**src/rtl/xil_prim_pkg.sv**
```systemverilog
// Shared definitions for the primitive behavioural models: FSM state
// encoding and a width helper usable in constant expressions.
package xil_prim_pkg;

  typedef enum logic {
    ST_IDLE  = 1'b0,
    ST_SHIFT = 1'b1
  } state_e;

  // Bits needed to index 0..value-1; never returns less than 1.
  function automatic int clog2(input int value);
    int r;
    r = 1;
    for (int i = 1; i < 31; i++) begin
      if ((1 << i) < value) r = i + 1;
    end
    return r;
  endfunction

endpackage

```
**src/rtl/oserdes_sdr.sv**
```systemverilog
// Parallel-to-serial output serializer: takes a word on a valid/ready
// handshake and shifts it out one bit per enabled clock on OQ.
module oserdes_sdr
  import xil_prim_pkg::*;
#(
  parameter int   DATA_WIDTH = 8,
  parameter logic INIT       = 1'b0,
  parameter int   LSB_FIRST  = 1
) (
  input  logic                  C,
  input  logic                  CLR,
  input  logic                  CE,
  input  logic [DATA_WIDTH-1:0] D,
  input  logic                  DV,
  output logic                  RDY,
  output logic                  OQ,
  output logic                  TQ,
  output logic                  LAST
);

  localparam int CNT_W = clog2(DATA_WIDTH);
  localparam logic [CNT_W-1:0] CNT_LAST = CNT_W'(DATA_WIDTH - 1);

  // Handshake: a word moves on a rising C when CE & DV & RDY. RDY depends
  // only on state (and CLR), never on DV, so it may be used to form DV.
  state_e                state_q, state_d;
  logic [CNT_W-1:0]      cnt_q, cnt_d;
  logic [DATA_WIDTH-1:0] shreg_q, shreg_d;
  logic                  oq_q, oq_d;
  logic                  tq_q, tq_d;

  logic                  last_w;
  logic                  can_take;
  logic                  load_bit, next_bit;
  logic [DATA_WIDTH-1:0] load_rest, next_rest;

  assign last_w   = (state_q == ST_SHIFT) && (cnt_q == CNT_LAST);
  assign can_take = (state_q == ST_IDLE) || last_w;

  assign RDY  = !CLR && can_take;
  assign LAST = last_w;
  assign OQ   = oq_q;
  assign TQ   = tq_q;

  // The first bit goes straight to OQ on load; the shift register keeps
  // the rest, aligned so the next bit is always at the output end.
  always_comb begin
    if (LSB_FIRST != 0) begin
      load_bit  = D[0];
      load_rest = D >> 1;
      next_bit  = shreg_q[0];
      next_rest = shreg_q >> 1;
    end else begin
      load_bit  = D[DATA_WIDTH-1];
      load_rest = D << 1;
      next_bit  = shreg_q[DATA_WIDTH-1];
      next_rest = shreg_q << 1;
    end
  end

  always_comb begin
    state_d = state_q;
    cnt_d   = cnt_q;
    shreg_d = shreg_q;
    oq_d    = oq_q;
    tq_d    = tq_q;
    if (CE) begin
      if (can_take && DV) begin
        state_d = ST_SHIFT;
        cnt_d   = '0;
        shreg_d = load_rest;
        oq_d    = load_bit;
        tq_d    = 1'b0;
      end else if (state_q == ST_SHIFT) begin
        if (last_w) begin
          state_d = ST_IDLE;
          cnt_d   = '0;
          shreg_d = '0;
          oq_d    = INIT;
          tq_d    = 1'b1;
        end else begin
          cnt_d   = cnt_q + CNT_W'(1);
          shreg_d = next_rest;
          oq_d    = next_bit;
        end
      end
    end
  end

  always_ff @(posedge C or posedge CLR) begin
    if (CLR) begin
      state_q <= ST_IDLE;
      cnt_q   <= '0;
      shreg_q <= '0;
      oq_q    <= INIT;
      tq_q    <= 1'b1;
    end else begin
      state_q <= state_d;
      cnt_q   <= cnt_d;
      shreg_q <= shreg_d;
      oq_q    <= oq_d;
      tq_q    <= tq_d;
    end
  end

endmodule
```
**config.mk**
```make
export PLATFORM = sky130hd
export DESIGN_NAME = oserdes_sdr
export DESIGN_NICKNAME = d
export VERILOG_FILES = /design/src/rtl/xil_prim_pkg.sv /design/src/rtl/oserdes_sdr.sv
export SDC_FILE = /design/constraint.sdc
export NUM_CORES = 1
export LEC_CHECK = 0
export CAP_MARGIN = 20
export CELL_PAD_IN_SITES_DETAIL_PLACEMENT = 0
export CELL_PAD_IN_SITES_GLOBAL_PLACEMENT = 1
export CORE_UTILIZATION = 32
export CTS_CLUSTER_SIZE = 25
export DETAILED_ROUTE_END_ITERATION = 7
export PLACE_DENSITY_LB_ADDON = 0.1
export SETUP_SLACK_MARGIN = 0.02
export SLEW_MARGIN = 20
export SYNTH_ARGS = -nofsm -noshare
export SYNTH_HDL_FRONTEND = slang
export SYNTH_SLANG_ARGS = --single-unit
```
**constraint.sdc**
```tcl
create_clock -name C -period 1.5 [get_ports C]
set_input_delay 0.3 -clock C [delete_from_list [all_inputs] [get_ports C]]
set_output_delay 0.3 -clock C [all_outputs]
set_load 0.02 [all_outputs]
```
==> results of run 1 <==
## cells in the mapped netlist, types with 2 or more instances
| library cell | count |
|---|---|
| a221o_1 | 5 |
| and2_1 | 2 |
| o21ai_0 | 2 |
| ha_1 | 2 |
| and3_1 | 5 |
| a22o_1 | 2 |
| nand2_1 | 3 |
| buf_6 | 2 |
| a31oi_1 | 2 |
| and3b_2 | 2 |
| inv_1 | 2 |
| dfrtp_1 | 12 |
## per-layer routing
layer | routed length (um) | vias up | global-route usage (%)
met5 | 0 | - | 0
met4 | 31 | 0 | 8.82
met3 | 43 | 4 | 3.92
met2 | 715 | 8 | 25.8
met1 | 722 | 255 | 22.0
li1 | - | 261 | -
## logic make-up (layout without fill, tap and decap cells)
group           Yosys count  count (layout)  share of synthesized area [%]
compound gates           16              16                           20.8
simple gates             16              16                           16.1
flops                    13              13                           51.8
buf+inv                   5              35                           5.55
fa+ha+maj                 2               2                           3.97
mux                       1               1                           1.79
## per-stage QoR
| stage | util [%] | hold slack [ns] | instances | worst slack [ns] |
|---|---|---|---|---|
| 6_report | 56.6 | 0.334 | 108 | -0.230 |
| 5_1_grt | 56.6 | 0.368 | 108 | -0.286 |
| 4_1_cts | 55.3 | 0.336 | 107 | -0.240 |
| 3_5_place_dp | 49.8 | 0.469 | 101 | -0.365 |
| 3_3_place_gp | 49.8 | 0.463 | 101 | -0.329 |
| 2_1_floorplan | - | 0.181 | 53 | 0.0114 |
## layout by cell type (no fill, tap or decap)
cell	n
a2bb2oi_1	1
clkbuf_1	1
inv_1	2
nor2b_1	1
a32o_1	1
mux2_2	1
clkbuf_4	3
dlygate4sd2_1	1
dfstp_2	1
o21ai_2	1
buf_4	13
and2_1	1
buf_6	3
a221o_1	5
a21o_2	1
dfrtp_1	12
clkdlybuf4s15_1	1
nand2_1	3
a21oi_2	1
o21ai_1	2
and3b_2	2
ha_2	1
ha_4	1
and3_4	5
and2_2	1
nor2_4	1
nand2b_4	1
clkdlybuf4s50_1	11
and2_4	1
a22o_1	2
a31oi_4	2
## final cells by class
class                   count  area (um^2)  area share (%)
well taps                  25         31.3            3.10
flip-flops and latches     13          327            32.3
clock buffers               4         26.3            2.60
repair buffers             29          260            25.8
inverters                   2         7.51           0.743
multi-input cells          35          358            35.4
## power by group through the flow
stage	Clock [mW]	Sequential [mW]	Combinational [mW]
after floorplan	0	0.593	0.312
after global placement	0	0.571	0.541
after detailed placement	0	0.577	0.560
after CTS	0.235	0.566	0.644
after global routing	0.261	0.579	0.735
final	0.226	0.567	0.664
## sequential cells by signal, indices dropped and copies added, names as in the netlist
signal   cells
TQ           1
OQ           1
cnt_q        3
state_q      1
shreg_q      7
## worst max-delay path: stages, from the launching register on
cell and delay (ns):
dfrtp_1 0.40, ha_2 0.20, ha_4 0.16, nand2b_4 0.14, and2_4 0.13, buf_6 0.12
## timing repair
action                                  in CTS  in global routing
pin swaps                                    8                  5
gates resized for setup                     29                  4
endpoints found under the setup margin      12                 15
setup buffers                                3                  2
hold buffers                                 0                  0
## worst min-delay path by stage
stage	to
final	state_q$_DFFE_PP0P_
after global routing	state_q$_DFFE_PP0P_
after CTS	cnt_q[0]$_DFFE_PP0P_
after detailed placement	OQ$_DFFE_PP0P_
after global placement	OQ$_DFFE_PP0P_
after floorplan	OQ$_DFFE_PP0P_
==> summary.txt, run 1 <==
Clock slew at reported path FFs -> 0.09 ns
Switching Share -> 33.1%
Layout cells sized above 1 -> 47.0%
Clock sinks -> 13
Total track usage -> 17.0%
Antenna violations before repair -> 0
Routability cong. -> 0.709
Area after DPL -> 887 um^2
DRT iter0 DRCs -> 4
Clock power share -> 15.5%
Failing checks -> setup timing
CTS Buf Count -> 3
Final hold vios -> 0
Worst Clk Skew -> 0.00502 ns
Max Transition Viols Final -> 0
Post-synth top area share -> 47.6%
Comb power frac -> 45.6%
Final min period -> 1.73 ns
Pwr Total -> 1.46 mW
Setup violators final -> 13
R2r worst-path depth -> 7
DR vias/cell -> 4.89
Async SR Flop Fraction -> 100%
Initial Util -> 35.4%
Maxcap violations -> 0
Reg2reg setup slack -> -0.11 ns
Row count -> 15
Die Y -> 46.4 um
Normalized max-slew margin -> 80.1%
Synth area leaders -> dfrtp_1 48%, a221o_1 7.9%, and3_1 5.0%
Ant diodes -> 0
Die area -> 2150 um^2
Syn Nets -> 67
Total Wirelength -> 1.51 mm
Number of nets in the layout -> 98
Sequential power share -> 38.9%
Number of H-tree levels -> 1
First-pass GRT wire length -> 2.42 mm
Gr ovfl total -> 0
Post-route clock period utilization -> 115%
Vias in the first global route -> 511
CP Launch Point -> cnt_q[1]$_DFFE_PP0P_
ANT nets after route -> 0
Drt drc -> 0
Most common flop cell mapped by yosys -> dfrtp_1
Post-Synthesis Cells -> 53
Worst Path Arrival -> 1.43 ns
Post-DP HPWL -> 1.05 mm
IO Pins -> 16
Fillers -> 163
PD cells -> 1440 nW/um^2
P&R area growth vs syn -> 60.1%
Clock Latency Late Sink -> 0.28 ns
Setup_tns -> -1.19 ns
Mapped cell area -> 631 um^2
Root Driver -> clkbuf_4
Yosys cell types -> 24
Critical Path End -> RDY
RSZ-0062 raised after global routing -> yes
CP Capture Type -> output pin
Die Wd -> 46.4 um
Cell taking the most area after synthesis -> dfrtp_1
Worst setup SP type -> flip-flop
Crit path required time -> 1.20 ns
Routed via count -> 528
Worst r2r src -> cnt_q[1]$_DFFE_PP0P_
Leakage -> 0.451 nW
Port Buffers -> 15
Post-route cell area -> 1010 um^2
Critical path class -> reg2out
Run status -> complete, but fails checks
Flops & latches, synth -> 13
Slew @ Worst Pin -> 0.299 ns
CTS tree -> yes
DR pass1 iterations -> 3
Worst R2R End -> shreg_q[3]$_DFFE_PP0P_
Mean post-synth cell area -> 11.9 um^2
Syn. warnings -> 0
Crit path max fanout -> 3
Core ar. -> 1780 um^2
Net switching power -> 0.482 mW
Largest net degree at the start of global routing -> 14
Pint -> 0.974 mW
Hold crit path type -> in2async
Clock buffer depth -> 2
Worst vdd ir -> 0.757 mV
Sequential cell area fraction in the yosys report -> 51.8%
Max Freq -> 0.578 GHz
Final WS setup -> -0.230 ns
WL/cell -> 14.0 um
Post-synth EDFFs -> 0
No activity file was read; power rests on OpenSTA's default activity.
==> run 2: changes to the inputs <==
CORE_UTILIZATION = 38   (was 32)
TNS_END_PERCENT = 50   (was not set)
clock period = 2.2 ns   (was 1.5 ns; I/O delays follow)
==> run 2 against run 1 <==
  * The flow now finishes without violations
  * Power shrank 42%
  * Utilization fell by 1.8 points
  * Non-clock buffer count is 9 lower
  * Die area down 15%
  * Sequential power fell by 32%
  * Flip-flop and latch count did not move
  * Global-route usage down 1.1 points
  * Critical path depth unchanged
  * Register-to-register slack better by 0.53 ns
  * Critical endpoint is now LAST
==> summary.txt, run 2 (synthesis results as in run 1) <==
Final min period -> 2.12 ns
DR pass1 iterations -> 3 (unchanged)
Critical path class -> reg2out
DR vias/cell -> 5.53 (+13%)
Row count -> 14 (-1)
Pre-CTS setup slack -> 0.147 ns (+0.512 ns)
Number of H-tree levels -> 1 (unchanged)
Most common cell after layout, fill and taps aside -> clkdlybuf4s50_1
Dpl cells -> 86 (-15%)
Number of nets in the layout -> 89 (-9.2%)
Largest register by flop count -> shreg_q
Die area -> 1830 um^2 (-15%)
Clock Latency Late Sink -> 0.27 ns (about the same)
Clock slew at reported path FFs -> 0.08 ns (about the same)
R2r worst-path depth -> 6 (-1)
Max Freq -> 0.472 GHz
Worst R2R End -> cnt_q[0]$_DFFE_PP0P_
Gr ovfl total -> 0 (unchanged)
Routability cong. -> 0.714 (+0.72%)
Vias in the first global route -> 480 (-6.1%)
Hold-fix buffers at CTS -> 0 (unchanged)
Antenna violations before repair -> 0 (unchanged)
Post-DP HPWL -> 939 um (-10%)
First-pass GRT wire length -> 2.10 mm (-13%)
Largest regs -> shreg_q (7), cnt_q (3)
Clock buffer depth -> 2 (unchanged)
Post-route clock period utilization -> 96.3%
RSZ-0062 raised after global routing -> yes
Max FFs per register -> 7 (unchanged)
Crit path max fanout -> 4 (+1)
ANT nets after route -> 0 (unchanged)
Worst setup SP type -> flip-flop
CTS tree -> yes
Final hold vios -> 0 (unchanged)
Post-route cell area -> 836 um^2 (-17%)
IO Pins -> 16 (unchanged)
Reg2reg setup slack -> 0.42 ns (+0.53 ns)
Crit path required time -> 1.76 ns (+0.56 ns)
Total track usage -> 15.9% (-1.1 points)
Root Driver -> clkbuf_4
Final WS setup -> 0.0804 ns (+0.310 ns)
Die Wd -> 42.7 um (-7.9%)
CP Capture Type -> output pin
CTS Buf Count -> 3 (unchanged)
Hold crit path type -> in2async
Final cell count without fillers -> 90 (-17%)
DRT iter0 DRCs -> 14 (+10)
Normalized max-slew margin -> 70.5% (-9.6 points)
WL/cell -> 13.9 um (-0.94%)
Layout cells sized above 1 -> 21.6% (-25 points)
Routed via count -> 498 (-5.7%)
Die Y -> 42.7 um (-7.9%)
Drt drc -> 0 (unchanged)
Fillers -> 139 (-15%)
Setup violators final -> 0 (-13)
Slew @ Worst Pin -> 0.441 ns (+0.142 ns)
Total Wirelength -> 1.25 mm (-17%)
Leakage -> 0.405 nW (-10%)
Setup_tns -> 0 ns (+1.19 ns)
Worst r2r src -> cnt_q[0]$_DFFE_PP0P_
Worst Path Arrival -> 1.68 ns (+0.25 ns)
Clock sinks -> 13 (unchanged)
Worst vdd ir -> 0.468 mV (-38%)
Area after DPL -> 811 um^2 (-8.6%)
Worst Clk Skew -> 0.00329 ns (-0.00174 ns)
Max Transition Viols Final -> 0 (unchanged)
Core ar. -> 1520 um^2 (-15%)
Largest net degree at the start of global routing -> 14 (unchanged)
Final Hold Slack -> 0.458 ns (+0.124 ns)
Maxcap violations -> 0 (unchanged)
Run status -> completed
Ant diodes -> 0 (unchanged)
PD cells -> 1020 nW/um^2 (-29%)
P&R area growth vs syn -> 32.5%
Most frequent cells in the layout -> 13 x clkdlybuf4s50_1, 12 x dfrtp_1, 5 x and3_1, 5 x a221o_1, 5 x buf_4
Initial Util -> 41.4% (+6.0 points)
Port Buffers -> 15 (unchanged)
CP Launch Point -> cnt_q[0]$_DFFE_PP0P_
-- run 2: power by group --
part	total, mW	switching (mW)	internal (mW)
clock	0.146	0.0760	0.0703
combinational	0.318	0.138	0.180
sequential	0.386	0.0544	0.332
-- run 2: cell type report --
| class | count | area [um^2] | area share [%] |
|---|---|---|---|
| sequential | 13 | 327 | 39.1 |
| clock buffer | 4 | 26.3 | 3.14 |
| tap | 16 | 20.0 | 2.40 |
| multi-input combinational | 35 | 269 | 32.2 |
| timing repair buffer | 20 | 186 | 22.3 |
| inverter | 2 | 7.51 | 0.898 |
-- run 2: layer usage --
| layer | wire length (um) | vias up | track usage [%] |
|---|---|---|---|
| met5 | 0 | - | 0 |
| met4 | 8 | 0 | 3.75 |
| met3 | 60 | 2 | 6.81 |
| met2 | 581 | 9 | 25.2 |
| met1 | 598 | 244 | 19.9 |
| li1 | - | 243 | - |
-- run 2: what timing repair did --
action	CTS	global route
hold endpoints to repair	0	0
endpoints found under the setup margin	2	2
pin swaps	0	0
setup buffers	0	0
gates resized for setup	2	1
-- run 2: stage by stage --
| stage | util [%] | power, mW |
|---|---|---|
| 3_5_place_dp | 53.2 | 0.716 |
| 6_report | 54.8 | 0.850 |
| 3_3_place_gp | 53.2 | 0.710 |
| 5_1_grt | 54.8 | 0.913 |
| 2_1_floorplan | - | 0.597 |
| 4_1_cts | 54.8 | 0.860 |
-- run 2: how the worst max path moves through the flow --
stage	end	slack [ns]	cells after the start
after global placement	RDY	0.16	4
after floorplan	RDY	0.46	5
after CTS	RDY	0.05	5
after detailed placement	RDY	0.15	5
final	LAST	0.08	5
after global routing	LAST	0.008	5
-- run 2: worst max-delay path, cell delays in order (launching register included) --
cell	delay, ns
dfrtp_1	0.39
ha_1	0.20
ha_1	0.19
buf_4	0.14
and2_2	0.17
dlygate4sd2_1	0.31
==> run 3: changes to the inputs <==
CORE_ASPECT_RATIO = 1.25   (was not set)
==> run 3 against run 2 <==
  * The run now ends with DRC left
  * Critical path depth stayed put
  * Non-clock buffer count shrank 1
  * Clock power is 3% higher
  * Die area barely moved
  * Global-route usage increased by 0.33 points
  * Flip-flop and latch count unchanged
  * Final area decreased by 0.45%
  * Worst setup slack better by 0.022 ns
  * Maximum frequency is 1.0% higher
  * Sequential power about the same
  * Cell count up 1.1%
  * Highest routed layer unchanged
==> summary.txt, run 3 (synthesis results as in run 1) <==
Pre-CTS setup slack -> 0.153 ns (+0.00599 ns)
Die Y -> 47.5 um (+11%)
Gr ovfl total -> 0 (unchanged)
First-pass GRT wire length -> 1.95 mm (-7.2%)
Routed via count -> 478 (-4.0%)
Setup violators final -> 0 (unchanged)
Clock buffer depth -> 2 (unchanged)
Row count -> 16 (+2)
Post-route cell area -> 832 um^2 (-0.45%)
PD cells -> 1030 nW/um^2 (+0.84%)
Core ar. -> 1560 um^2 (+2.5%)
Worst setup SP type -> flip-flop
Routability cong. -> 0.681 (-4.7%)
Clock Latency Late Sink -> 0.28 ns (about the same)
Worst Clk Skew -> 0.00122 ns (-0.00206 ns)
GR Util met1 -> 20.1% (+0.17 points)
Busiest grt layer -> met2
GR met2 Demand/Resource -> 26.1% (+0.95 points)
Total track usage -> 16.2% (+0.33 points)
Vias in the first global route -> 439 (-8.5%)
Largest net degree at the start of global routing -> 16 (+2)
Clock slew at reported path FFs -> 0.08 ns (about the same)
Die Wd -> 38.4 um (-10%)
Most frequent cells in the layout -> 13 x clkdlybuf4s50_1, 12 x dfrtp_1, 5 x and3_1, 5 x a221o_1, 4 x buf_4
Normalized max-slew margin -> 68.9% (-1.6 points)
Worst Path Arrival -> 1.66 ns (-0.02 ns)
Number of H-tree levels -> 1 (unchanged)
Drt drc -> 1 (+1)
Final hold vios -> 0 (unchanged)
Slew @ Worst Pin -> 0.465 ns (+0.0243 ns)
Worst vdd ir -> 0.524 mV (+12%)
Initial Util -> 40.4% (-0.99 points)
Met3 Usage GRT -> 5.58% (-1.2 points)
DR pass1 iterations -> 6 (+3)
Largest regs -> shreg_q (7), cnt_q (3)
DR vias/cell -> 5.25 (-5.1%)
DRT iter0 DRCs -> 10 (-4)
P&R area growth vs syn -> 31.9%
WL/cell -> 14.1 um (+1.9%)
Antenna violations before repair -> 0 (unchanged)
IO Pins -> 16 (unchanged)
CTS tree -> yes
Final min period -> 2.10 ns (-0.0215 ns)
Maxcap violations -> 0 (unchanged)
Leakage -> 0.397 nW (-2.0%)
CTS Buf Count -> 3 (unchanged)
Critical path class -> reg2out
Clock sinks -> 13 (unchanged)
Max Transition Viols Final -> 0 (unchanged)
Max FFs per register -> 7 (unchanged)
Largest register by flop count -> shreg_q
Max Freq -> 0.477 GHz (+1.0%)
Crit path max fanout -> 2 (-2)
Number of nets in the layout -> 88 (-1.1%)
Postcts setup bufs -> 0 (unchanged)
R2r worst-path depth -> 6 (unchanged)
RSZ-0062 raised after global routing -> yes
Ant diodes -> 0 (unchanged)
ANT nets after route -> 0 (unchanged)
Fillers -> 153 (+10%)
Crit path required time -> 1.76 ns (about the same)
Hold crit path type -> in2async
Run status -> complete, but fails checks
Root Driver -> clkbuf_4
Final WS setup -> 0.102 ns (+0.0215 ns)
Failing checks -> DRC
Most common cell after layout, fill and taps aside -> clkdlybuf4s50_1
Area after DPL -> 806 um^2 (-0.62%)
Die area -> 1830 um^2 (about the same)
Port Buffers -> 15 (unchanged)
Post-DP HPWL -> 932 um (-0.71%)
Setup_tns -> 0 ns (unchanged)
Total Wirelength -> 1.29 mm (+3.0%)
Post-route clock period utilization -> 95.4% (-0.98 points)
Layout cells sized above 1 -> 20.5% (-1.1 points)
CP Capture Type -> output pin
## run 3: cell types whose count changed in the layout (fill, tap and decap cells not counted)
cell,delta
dlygate4sd2_1,-1
buf_4,-1
clkdlybuf4s15_1,+1
## run 3: power by group
group,internal [mW],switching (mW)
clock network,0.0703,0.0794
registers,0.332,0.0531
logic,0.178,0.141
## run 3: final cells by class
type                    instances  area (um^2)  area share [%]
flip-flops and latches         13          327            39.2
inverters                       2         7.51           0.902
clock buffers                   4         26.3            3.16
multi-input cells              35          269            32.3
well taps                      18         22.5            2.71
repair buffers                 19          180            21.7
## run 3: timing repair
item	CTS	global route
hold buffers	0	0
setup endpoints to repair	2	2
resized for setup	2	2
pin swaps	0	0
## run 3: path summary, 6_finish.rpt
path,startpoint,end,slack (ns)
max,cnt_q[0]$_DFFE_PP0P_,RDY,0.10
min in group C,shreg_q[5]$_DFFE_PP0P_,shreg_q[5]$_DFFE_PP0P_,0.50
min reg2reg,shreg_q[5]$_DFFE_PP0P_,shreg_q[5]$_DFFE_PP0P_,0.50
max in group asynchronous,CLR,TQ$_DFFE_PP1P_,1.51
min,CLR,cnt_q[1]$_DFFE_PP0P_,0.46
max reg2reg,cnt_q[0]$_DFFE_PP0P_,cnt_q[0]$_DFFE_PP0P_,0.41
## run 3: per-layer routing
layer  wire length [um]  share of wire, %  vias up
li1                   -                 -      239
met1                612                48      226
met2                617                48       11
met4                 14               1.1        0
met5                  0                 0        -
met3                 42               3.3        2
## run 3: worst max-delay path, cell delays in order, from the launching register on
cell and delay [ns]:
dfrtp_1 0.39, ha_1 0.20, ha_1 0.18, nand2b_2 0.18
and2_1 0.16, clkdlybuf4s15_1 0.27
## run 3: per-stage QoR
stage / total power, mW / util [%] / hold WS, ns / std cells
after CTS: 0.865 / 53.1 / 0.455 / 91
after detailed placement: 0.718 / 51.6 / 0.481 / 87
final: 0.853 / 53.3 / 0.457 / 91
after global placement: 0.707 / 51.6 / 0.464 / 87
after global routing: 0.920 / 53.3 / 0.490 / 91
after floorplan: 0.597 / - / 0.321 / 53
